`config.mk`:
```
export PLATFORM = sky130hd
export DESIGN_NAME = prog_counter_flat
export DESIGN_NICKNAME = d
export VERILOG_FILES = /design/src/rtl/prog_counter_if.sv /design/src/rtl/prog_counter.sv /design/src/flat_wrapper.sv
export SDC_FILE = /design/constraint.sdc
export NUM_CORES = 1
export LEC_CHECK = 0
export CORE_UTILIZATION = 35
export CTS_BUF_LIST = sky130_fd_sc_hd__clkbuf_16
export DETAILED_ROUTE_END_ITERATION = 16
export GPL_TIMING_DRIVEN = 1
export PLACE_DENSITY_LB_ADDON = 0.1
export SETUP_SLACK_MARGIN = 0.3
export SYNTH_ARGS = -nofsm -noshare
export SYNTH_HDL_FRONTEND = slang
export SYNTH_SLANG_ARGS = --single-unit
```
`constraint.sdc`:
```
create_clock -name clk_i -period 3.1 [get_ports clk_i]
set_input_delay 0.93 -clock clk_i [delete_from_list [all_inputs] [get_ports clk_i]]
set_output_delay 0.93 -clock clk_i [all_outputs]
set_load 0.02 [all_outputs]
```
`src/rtl/prog_counter_if.sv`:
```
// Bus bundle for prog_counter: control/data into the counter and registered status out.
interface prog_counter_if #(
    parameter int unsigned WIDTH = 8
);
    logic             enable_i;
    logic             load_i;
    logic [WIDTH-1:0] data_i;
    logic             up_i;
    logic [WIDTH-1:0] limit_i;
    logic             clr_ovf_i;
    logic [WIDTH-1:0] count_o;
    logic             tc_o;
    logic             ovf_o;

    modport master (
        output enable_i, load_i, data_i, up_i, limit_i, clr_ovf_i,
        input  count_o, tc_o, ovf_o
    );

    modport slave (
        input  enable_i, load_i, data_i, up_i, limit_i, clr_ovf_i,
        output count_o, tc_o, ovf_o
    );
endinterface

```
`src/rtl/prog_counter.sv`:
```
// Up/down counter with programmable limit, clamped load, wrap or saturate at the
// terminal value, a one-cycle terminal-count pulse and a sticky overflow flag.
module prog_counter #(
    parameter int unsigned WIDTH    = 8,
    parameter bit          SATURATE = 1'b0
) (
    input  logic           clk_i,
    input  logic           rst_i,
    prog_counter_if.slave  bus
);
    localparam int unsigned W = WIDTH;

    logic [W-1:0] count_q, count_d;
    logic         tc_q, tc_d;
    logic         ovf_q, ovf_d;
    logic         term_c;

    // Next-state: load beats step beats hold; an out-of-range count snaps to the limit.
    always_comb begin
        count_d = count_q;
        term_c  = 1'b0;
        if (bus.enable_i) begin
            if (bus.load_i) begin
                count_d = (bus.data_i <= bus.limit_i) ? bus.data_i : bus.limit_i;
            end else if (count_q > bus.limit_i) begin
                count_d = bus.limit_i;
            end else if (bus.up_i) begin
                if (count_q == bus.limit_i) begin
                    term_c  = 1'b1;
                    count_d = SATURATE ? bus.limit_i : W'(0);
                end else begin
                    count_d = W'(count_q + W'(1));
                end
            end else begin
                if (count_q == W'(0)) begin
                    term_c  = 1'b1;
                    count_d = SATURATE ? W'(0) : bus.limit_i;
                end else begin
                    count_d = W'(count_q - W'(1));
                end
            end
        end
        tc_d  = term_c;
        // Set wins over a same-cycle clear.
        ovf_d = term_c | (ovf_q & ~bus.clr_ovf_i);
    end

    always_ff @(posedge clk_i or posedge rst_i) begin
        if (rst_i) begin
            count_q <= '0;
            tc_q    <= 1'b0;
            ovf_q   <= 1'b0;
        end else begin
            count_q <= count_d;
            tc_q    <= tc_d;
            ovf_q   <= ovf_d;
        end
    end

    assign bus.count_o = count_q;
    assign bus.tc_o    = tc_q;
    assign bus.ovf_o   = ovf_q;
endmodule
```
`src/flat_wrapper.sv`:
```
// flat-port wrapper written by rule: the top's interface ports become plain ports
module prog_counter_flat 
#(
    parameter int unsigned WIDTH    = 8,
    parameter bit          SATURATE = 1'b0
)
  (clk_i, rst_i, bus_enable_i, bus_load_i, bus_data_i, bus_up_i, bus_limit_i, bus_clr_ovf_i, bus_count_o, bus_tc_o, bus_ovf_o);
  prog_counter_if #(.WIDTH(WIDTH)) bus_i ();
  input  logic clk_i;
  input  logic rst_i;
  input wire logic [$bits(bus_i.enable_i)-1:0] bus_enable_i;
  input wire logic [$bits(bus_i.load_i)-1:0] bus_load_i;
  input wire logic [$bits(bus_i.data_i)-1:0] bus_data_i;
  input wire logic [$bits(bus_i.up_i)-1:0] bus_up_i;
  input wire logic [$bits(bus_i.limit_i)-1:0] bus_limit_i;
  input wire logic [$bits(bus_i.clr_ovf_i)-1:0] bus_clr_ovf_i;
  output wire logic [$bits(bus_i.count_o)-1:0] bus_count_o;
  output wire logic [$bits(bus_i.tc_o)-1:0] bus_tc_o;
  output wire logic [$bits(bus_i.ovf_o)-1:0] bus_ovf_o;
  assign bus_i.enable_i = bus_enable_i;
  assign bus_i.load_i = bus_load_i;
  assign bus_i.data_i = bus_data_i;
  assign bus_i.up_i = bus_up_i;
  assign bus_i.limit_i = bus_limit_i;
  assign bus_i.clr_ovf_i = bus_clr_ovf_i;
  assign bus_count_o = bus_i.count_o;
  assign bus_tc_o = bus_i.tc_o;
  assign bus_ovf_o = bus_i.ovf_o;
  prog_counter #(.WIDTH(WIDTH), .SATURATE(SATURATE)) u_core (.clk_i(clk_i), .rst_i(rst_i), .bus(bus_i));
endmodule
```
==> metrics.md <==
| Metric | Value |
|---|---|
| Slowest CP cell | a221o_1 |
| Share of layout cells above drive strength 1 | 32.8% |
| Most frequent cells in the layout | buf_4 (32), clkdlybuf4s50_1 (22), ha_1 (14) |
| Initial Util | 36.3% |
| Fmax achieved | 0.363 GHz |
| Largest net degree at the start of global routing | 15 |
| Hpwl dp | 4000 um |
| RD Place Congestion | roughly 0.85 |
| Avg WL per Cell | 17.0 um |
| CTS Buf Count | 3 |
| Post-DRT Antenna Nets | 0 |
| Design area | 0.00224 sq mm |
| Crit path capture type | flip-flop |
| Slew at the pin closest to its max-slew limit | 0.522 ns |
| Die extent in y | 66.5 um |
| Yosys reg bits | 10 |
| Yosys Warn Count | 0 |
| GRT Total Usage | 24.4% |
| Slowest stage delay, CP | 0.32 ns |
| Total core area | 0.00400 sq mm |
| PwrDens | 526 mW/mm^2 |
| Critical Path AT | roughly 2.9 ns |
| Main area contributors after synthesis | dfrtp_1 (17%), ha_1 (16%), a21oi_1 (5.5%) |
| DRT Pass-1 Iters | 4 |
| I/O Buffers | 31 |
| Time the worst path needs with I/O delays and setup | 2.75 ns |
| CP Buf/Inv Count | 2 |
| Max-Cap Viols | 0 |
| CTS tree | built |
| Slew margin rel. | approximately two thirds |
| Async set-or-reset flop fraction in the synthesized netlist | 100% |
| Final Max Tran Viols | 0 |
| Number of inserted diodes | 0 |
| Clock Path Buffers | 2 |
| Die width | about 66 um |
| Crit Path Max Fanout | 5 |
| Most used cell along the critical path | a221o_1 |
| LEAKAGE | roughly 0.95 nW |
| Drt total wl | just under 5000 um |
| Number of cell rows | 23 |
| Global-route wire length before repair | 8070 um |
| Period utilization | between 80 and 90% |
| # clock sinks | 10 |
| Synthesized area per cell | 8.26 sq um |
| DRT iter0 DRCs | 147 |
| Cell taking the most area after synthesis | dfrtp_1 |
| Worst path cell trace | dlygate4sd2_1 -> inv_1 -> ha_1 -> and4_4 -> a21oi_2 -> a221o_1 -> nor3_2 -> o221ai_1 -> a221o_1 |
| DRC | 0 |
| Remaining Overflow, GRT | 0 |
| Worst vdd ir | 0.000220 V |
| Vias in the first global route | 1738 |
| Crit path max-delay family | compound AO/OA/AOI/OAI gates |
| Final total power | ~1.2 mW |
| Hold Vio Cnt, Final | 0 |
| Commonest non-fill, non-tap cell in the layout | buf_4 |
| Post-CTS Setup Repair Bufs | 0 |
| Root Driver | clkbuf_16 |
| Setup Viol. Count Final | 0 |
| Sequential area share after synthesis | 17.2% |
| Top-area cell type share of the netlist area | between 10% and 20% |
| Via count | 1663 |
| TNS Setup | 0 ns |
| Fillers | about 380 |
| Cts hold-fix bufs | 0 |
| Clock latency on the worst-skew pair | 0.24 ns |
| WS Path Type | primary input to flip-flop |
| Clk slew on worst S/H paths | 0.04 ns |
| Vias/cell | 5.77 |
| Worst Hold Class | flip-flop to flip-flop |
| Initial antenna violation count | 0 |
| Primary FF master, synth | dfrtp_1 |
| Post-Syn Nets | between 200 and 250 |
| Area grow syn2layout | 53.8% |
| Count of different cell masters after synthesis | 56 |
| Number of flops mapped to enable cells by yosys | 0 |
| Status | complete, no violations |
| Startpoint types | primary input |
| RSZ-0062 raised after global routing | yes |
| I/O pin total | 32 |
| H-tree levels | 1 |
| Clock Skew | 0.00272 ns |
| Die area | 0.00442 sq mm |
| Post-Syn Area | 0.00145 sq mm |
| Data required time at the worst endpoint | 3.22 ns |
| Nets | 280 |
| Post-DP Area | approximately 0.0020 sq mm |
| Post-Synthesis Cells | 176 |
[metal layers]
| layer | vias to the layer above | routed length [um] | GRT usage [%] | share of wire [%] |
|---|---|---|---|---|
| li1 | 808 | - | - | - |
| met1 | 804 | 2140 | 30.0 | 44 |
| met2 | 40 | 2520 | 43.9 | 51 |
| met3 | 11 | 120 | 1.20 | 2.4 |
| met4 | 0 | 116 | 10.1 | 2.4 |
| met5 | - | 0 | 0 | 0 |
[repair_timing]
action / CTS / global route
setup endpoints to repair: 10 / 3
resized for setup: 39 / 2
pin swaps: 15 / 1
gates cloned: 0 / 0
[final timing paths]
| kind | from | endpoint | slack [ns] | cells after the start |
|---|---|---|---|---|
| max in group asynchronous | rst_i | u_core.bus.count_o[6] | 1.84 | 2 |
| worst max-delay path | bus_limit_i[6] | u_core.bus.count_o[4] | 0.35 | 9 |
| worst min register to register | u_core.bus.ovf_o | u_core.bus.ovf_o | 0.53 | 2 |
| min in group asynchronous | rst_i | u_core.bus.count_o[1] | 0.97 | 2 |
| worst min-delay path | u_core.bus.ovf_o | u_core.bus.ovf_o | 0.53 | 2 |
| worst max register to register | u_core.bus.count_o[1] | u_core.bus.count_o[2] | 0.54 | 8 |
[kinds of logic after synthesis]
logic type	Yosys count	synth area share [%]
and+or+nand+nor	62	25.6
AOI/OAI and AO/OA	58	29.5
buffers and inverters	22	7.92
adders and majority gates	19	16.4
DFF	10	17.2
muxes	3	2.15
xor gates and xnor gates	2	1.21
[stage by stage]
step | hold WS (ns) | instances | setup WS, ns | utilization, %
after floorplan | 0.625 | 176 | 0.381 | -
after global placement | 0.524 | 284 | -0.283 | 50.4
after detailed placement | 0.531 | 284 | -0.311 | 50.4
after CTS | 0.538 | 288 | 0.349 | 55.6
after global routing | 0.566 | 288 | 0.293 | 55.9
final | 0.535 | 288 | 0.345 | 55.9
[cells in the mapped netlist, types with 2 or more instances]
master and instances:
mux2i_1 2, nor2b_1 2, a221oi_1 2, o21a_1 2, o21ai_0 3, nand3_1 6
and3_1 2, nor3_1 5, nor2_1 11, a21oi_1 16, a211o_1 2, a221o_1 5
nand2b_1 2, nand2_1 12, nor4b_1 2, o211ai_1 4, a211oi_1 3, or3_1 2
ha_1 19, dfrtp_1 10, inv_1 17, nand4_1 4, buf_6 2, or2_2 2
o22ai_1 4, o221a_2 3, buf_4 2, and4_2 2
[power by group]
part | internal, mW | switching, mW
registers | 0.159 | 0.0963
clock network | 0.169 | 0.0643
logic | 0.350 | 0.336
[flip-flops by register name, indices dropped and copies added, names as in the netlist]
register	flops
u_core.bus.ovf_o	1
u_core.bus.count_o	8
u_core.bus.tc_o	1
[worst register-to-register path: cells and delay by family (launching register included)]
| kind | cells | cell delay, ns |
|---|---|---|
| fa+ha+maj | 1 | 0.28 |
| buf+inv | 2 | 0.27 |
| simple gates | 1 | 0.19 |
| flops | 1 | 0.54 |
| compound gates | 4 | 1.24 |
[final cells by class]
| class | count | area (sq um) | share of cell area [%] |
|---|---|---|---|
| Timing Repair Buffer | 63 | 539 | 24.1 |
| Multi-Input combinational cell | 144 | 1240 | 55.5 |
| Sequential cell | 10 | 250 | 11.2 |
| Inverter | 17 | 63.8 | 2.85 |
| Clock buffer | 3 | 75.1 | 3.36 |
| Clock inverter | 1 | 3.75 | 0.168 |
| Tap cell | 50 | 62.6 | 2.80 |
Note: power is estimated with default switching activity, not from simulation.
